[config.mk]
export PLATFORM = sky130hd
export DESIGN_NAME = dbg_mem_loader
export DESIGN_NICKNAME = d
export VERILOG_FILES = /design/src/rtl/dbg_mem_loader.sv
export SDC_FILE = /design/constraint.sdc
export NUM_CORES = 1
export LEC_CHECK = 0
export CORE_MARGIN = 2
export CORE_UTILIZATION = 54
export DETAILED_ROUTE_END_ITERATION = 8
export PLACE_DENSITY = 0.85
export SYNTH_ARGS = -nofsm -noshare
export SYNTH_HDL_FRONTEND = slang
export SYNTH_SLANG_ARGS = --single-unit
[constraint.sdc]
create_clock -name clk -period 3.67 [get_ports clk]
set_clock_uncertainty 0.15 [all_clocks]
set_input_delay 0.734 -clock clk [delete_from_list [all_inputs] [get_ports clk]]
set_output_delay 0.734 -clock clk [all_outputs]
set_load 0.01 [all_outputs]
[src/rtl/dbg_mem_loader.sv]
// Debug word loader: assembles 32-bit words from debounced hex-nibble presses and
// writes each completed word to a memory port over a req/ack handshake.
module dbg_mem_loader #(
  parameter logic [19:0] DB_CYCLES = 20'd1000000,
  parameter int          ADDR_W    = 6,
  parameter int          DEPTH     = 48
) (
  input  logic              clk,
  input  logic              rstn,
  input  logic [3:0]        nib_i,
  input  logic              btn_i,
  input  logic              clr_i,
  input  logic              addr_ld_i,
  input  logic [ADDR_W-1:0] start_addr_i,
  output logic              wr_req_o,
  output logic [ADDR_W-1:0] wr_addr_o,
  output logic [31:0]       wr_data_o,
  input  logic              wr_ack_i,
  output logic [3:0]        nib_cnt_o,
  output logic              busy_o,
  output logic [63:0]       disp_data_o
);

  typedef enum logic {COLLECT, WAIT_ACK} state_t;

  localparam logic [ADDR_W-1:0] LAST_ADDR = ADDR_W'(DEPTH - 1);

  // ---------------- button synchroniser and debouncer ----------------
  logic        btn_s1, btn_s2;
  logic        btn_db, btn_db_q;
  logic [19:0] db_cnt;
  logic        press;

  // NOTE: sequential state uses non-blocking assignments so every flop samples
  // pre-edge values regardless of statement order.
  always_ff @(posedge clk or negedge rstn) begin
    if (!rstn) begin
      btn_s1   <= 1'b0;
      btn_s2   <= 1'b0;
      btn_db   <= 1'b0;
      btn_db_q <= 1'b0;
      db_cnt   <= '0;
    end else begin
      btn_s1   <= btn_i;
      btn_s2   <= btn_s1;
      btn_db_q <= btn_db;
      if (btn_s2 == btn_db) begin
        db_cnt <= '0;
      end else if (db_cnt == DB_CYCLES - 20'd1) begin
        btn_db <= ~btn_db;
        db_cnt <= '0;
      end else begin
        db_cnt <= db_cnt + 20'd1;
      end
    end
  end

  // Only the rising edge of the debounced level is an event; release is silent.
  assign press = btn_db & ~btn_db_q;

  // ---------------- collector / handshake FSM ----------------
  state_t            state, state_n;
  logic [31:0]       word, word_n;
  logic [ADDR_W-1:0] addr, addr_n;
  logic [3:0]        nib_cnt, nib_cnt_n;
  logic              wr_req, wr_req_n;
  logic [31:0]       wr_data, wr_data_n;
  logic              busy, busy_n;
  logic [63:0]       disp;
  logic [ADDR_W-1:0] ld_addr;

  assign ld_addr = (start_addr_i > LAST_ADDR) ? LAST_ADDR : start_addr_i;

  // NOTE: every variable gets a default before the case so no path infers a latch.
  always_comb begin
    state_n   = state;
    word_n    = word;
    addr_n    = addr;
    nib_cnt_n = nib_cnt;
    wr_req_n  = wr_req;
    wr_data_n = wr_data;
    busy_n    = busy;
    case (state)
      COLLECT: begin
        if (clr_i) begin
          word_n    = '0;
          nib_cnt_n = '0;
        end else if (addr_ld_i && nib_cnt == 4'd0) begin
          addr_n = ld_addr;
        end else if (press) begin
          word_n    = {word[27:0], nib_i};
          nib_cnt_n = nib_cnt + 4'd1;
          if (nib_cnt == 4'd7) begin
            wr_data_n = {word[27:0], nib_i};
            wr_req_n  = 1'b1;
            busy_n    = 1'b1;
            state_n   = WAIT_ACK;
          end
        end
      end
      WAIT_ACK: begin
        // Inputs other than the ack are dropped here; the request stays frozen.
        if (wr_req && wr_ack_i) begin
          wr_req_n  = 1'b0;
          busy_n    = 1'b0;
          word_n    = '0;
          nib_cnt_n = '0;
          state_n   = COLLECT;
          addr_n    = (addr == LAST_ADDR) ? '0 : addr + 1'b1;
        end
      end
      default: state_n = COLLECT;
    endcase
  end

  always_ff @(posedge clk or negedge rstn) begin
    if (!rstn) begin
      state   <= COLLECT;
      word    <= '0;
      addr    <= '0;
      nib_cnt <= '0;
      wr_req  <= 1'b0;
      wr_data <= '0;
      busy    <= 1'b0;
      disp    <= '0;
    end else begin
      state   <= state_n;
      word    <= word_n;
      addr    <= addr_n;
      nib_cnt <= nib_cnt_n;
      wr_req  <= wr_req_n;
      wr_data <= wr_data_n;
      busy    <= busy_n;
      disp    <= {{(32 - ADDR_W){1'b0}}, addr, word};
    end
  end

  assign wr_req_o    = wr_req;
  assign wr_addr_o   = addr;
  assign wr_data_o   = wr_data;
  assign nib_cnt_o   = nib_cnt;
  assign busy_o      = busy;
  assign disp_data_o = disp;

endmodule

==> flow_summary.toml <==
[outcome]
status = "complete, no violations"

[global_routing]
antenna_found_initial = 0
grt_pass1_vias = 3405
grt_max_degree = 128
overflow = 0
grt_pass1_wl_um = 17460
grt_busiest_layer = "met2"
use_met1 = 0.2683
met2_usage = 0.3349
grt_use_total = 0.2059
use_met3 = 0.05286

[sta]
slew_headroom = 0.2639
worst_pin_slew_ns = 1.104
fmax_mhz = 372.6
min_period_ns = 2.684
finalSetupViolCount = 0
hold_viol = 0
setup_tns_ns = 0
rsz0062_at_grt = "no"
drv_slew = 0
min_period_over_period = 0.7312

[synthesis]
yosysMostFrequentCell = "dfrtp_1"
post_synth_main_area_contributors = "dfrtp_1 64%, mux2_2 7.1%, a22o_1 5.7%"
synth-edff-count = 0
synth_warnings = 0
syn-cell-area_um2 = 5369
synth_top_flop_cell = "dfrtp_1"
ys_ff_latch = 138
ys_types = 44
syn_inst = 394
async_flop_share = 1.000
yosysTopAreaCell = "dfrtp_1"
yosysSeqAreaShare = 0.6432
synth_common_cells = "138 x dfrtp_1, 35 x a22o_1, 34 x mux2_2, 27 x buf_4, 18 x nor2_1"
syn_area_per_cell_um2 = 13.63
synth.top_cell.area_share = 0.6432

[flow_run]
drv_cap = 0

[floorplanning]
num_rows = 36
dieArea_um2 = 10760
start_util = 0.5518
die_y_um = 103.7
pin_count = 124
die_w_um = 103.7
core_area_um2 = 9729

[routing]
wl_per_cell_um = 16.50
drtAntennaViolNets = 0
drc_errors = 0
first_pass_iters = 4
finalWirelength_um = 10560
via_count = 3447
drtIter0Drc = 223
via_per_inst = 5.386

[clock_tree]
cts_hold_buf = 0
cts_buffers = 17
htreeDepth = 4
insertion_delay_ns = 0.51
clockRootBuffer = "clkbuf_8"
cts_sinks = 138
cts_tree = "built"
clk_path_buf_depth = 2
cts_setup_buffers = 0
path_clk_slew_ns = 0.06
cts_resized = 0

[setup_path]
r2r-start = "state"
path_max_fanout = 34
crit_arrival_ns = 2.93
end_kind = "flop"
cp-start-kind = "primary input"
rrSetupSlack_ns = 1.11
critPathKind = "primary input to flop"
ff2ff_path_depth = 3
cp-startpoint = "clr_i"
required_ns = 3.91
r2r_end = "wr_data_o[8]"

[min_path]
min_delay_path_depth = 0
min_from = "btn_s1"
holdPathEnd = "btn_s2"
hold_class = "flop to flop"

[placement]
dp_hpwl_um = 6563
placed_cells = 608
place.gp.congestion = 0.8300
port_buffers = 97

[finish]
final_util = 0.7074
stdcell_count = 640
fin_nets = 514
antenna_cells = 0
drive_above_1_share = 0.1519
synthToLayoutAreaGrowth_pct = 28.20

[pwr]
p_leak_uw = 0.003227
vdd_drop_max_uv = 385.4
powerDensity_nw_per_um2 = 486.2
[registers in the layout (all words and copies together), names as in the netlist]
name / count
db_cnt: 20
word: 32
disp_data_o: 38
wr_data_o: 32
btn_s1: 1
btn_s2: 1
btn_db: 1
nib_cnt_o: 4
wr_addr_o: 6
busy_o: 1
state: 1
btn_db_q: 1
[report_power, final]
| group | switching, uW | total (uW) | internal [uW] |
|---|---|---|---|
| Sequential | 21.9 | 1560 | 1540 |
| Clock | 701 | 1630 | 926 |
| Combinational | 90.7 | 155 | 64.6 |
[routing by layer]
| layer | part of all wire | wire (um) |
|---|---|---|
| met1 | 0.42 | 4414 |
| met2 | 0.51 | 5421 |
| met3 | 0.051 | 542 |
| met4 | 0.017 | 184 |
| met5 | 0 | 0 |
[cells in the final DEF, fill, tap and decap left out, types with 4 or more instances in the layout]
cell,count
a21oi_1,13
a22o_1,35
buf_4,4
clkbuf_16,16
clkdlybuf4s50_1,96
conb_1,26
dfrtp_1,138
ha_1,4
inv_1,6
inv_6,7
mux2_2,34
nand2_1,13
nand3_1,15
nand4_1,8
nor2_1,18
o21ai_0,5
o31ai_1,4
xor2_1,13
[how the worst max path moves through the flow]
stage / endpoint / slack [ns] / cells after the start
CTS: wr_data_o[13] / 0.98 / 4
global placement: wr_data_o[10] / 0.58 / 4
detailed placement: wr_data_o[21] / 0.49 / 4
floorplan: word[10] / 1.48 / 6
global route: wr_data_o[14] / 0.87 / 4
finish: wr_data_o[8] / 0.99 / 4
[logic make-up after synthesis]
group / count (synthesis) / synth area share
xor gates and xnor gates: 16 / 0.02610
DFF: 138 / 0.6432
adders and majority gates: 4 / 0.009322
and+or+nand+nor: 82 / 0.08716
other: 1 / 0.0006985
muxes: 35 / 0.07318
AOI/OAI and AO/OA: 67 / 0.09462
buffers and inverters: 51 / 0.06572
[layout make-up]
cell class / count / area (um^2)
tap: 133 / 166.4
inverter: 6 / 22.52
clock buffer: 17 / 414.1
timing repair buffer: 101 / 1002
fill: 637 / 2846
multi-input combinational: 230 / 1667
sequential: 138 / 3453
clock inverter: 15 / 157.7
[per-stage QoR]
| step | power, uW | hold slack (ns) | area (um^2) | setup WS (ns) |
|---|---|---|---|---|
| after floorplan | 1676 | 0.1812 | 5463 | 1.477 |
| after global placement | 1743 | 0.1840 | 6311 | 0.5757 |
| after detailed placement | 1749 | 0.1902 | 6311 | 0.4895 |
| after CTS | 3371 | 0.2011 | 6883 | 0.9810 |
| after global routing | 3455 | 0.2104 | 6883 | 0.8694 |
| final | 3346 | 0.2004 | 6883 | 0.9864 |
[critical path: stages]
cell,delay (ns)
clkdlybuf4s50_1,0.51
nor2_1,0.34
nand3_2,0.76
mux2_2,0.56
(Power assumes the default switching activity.)
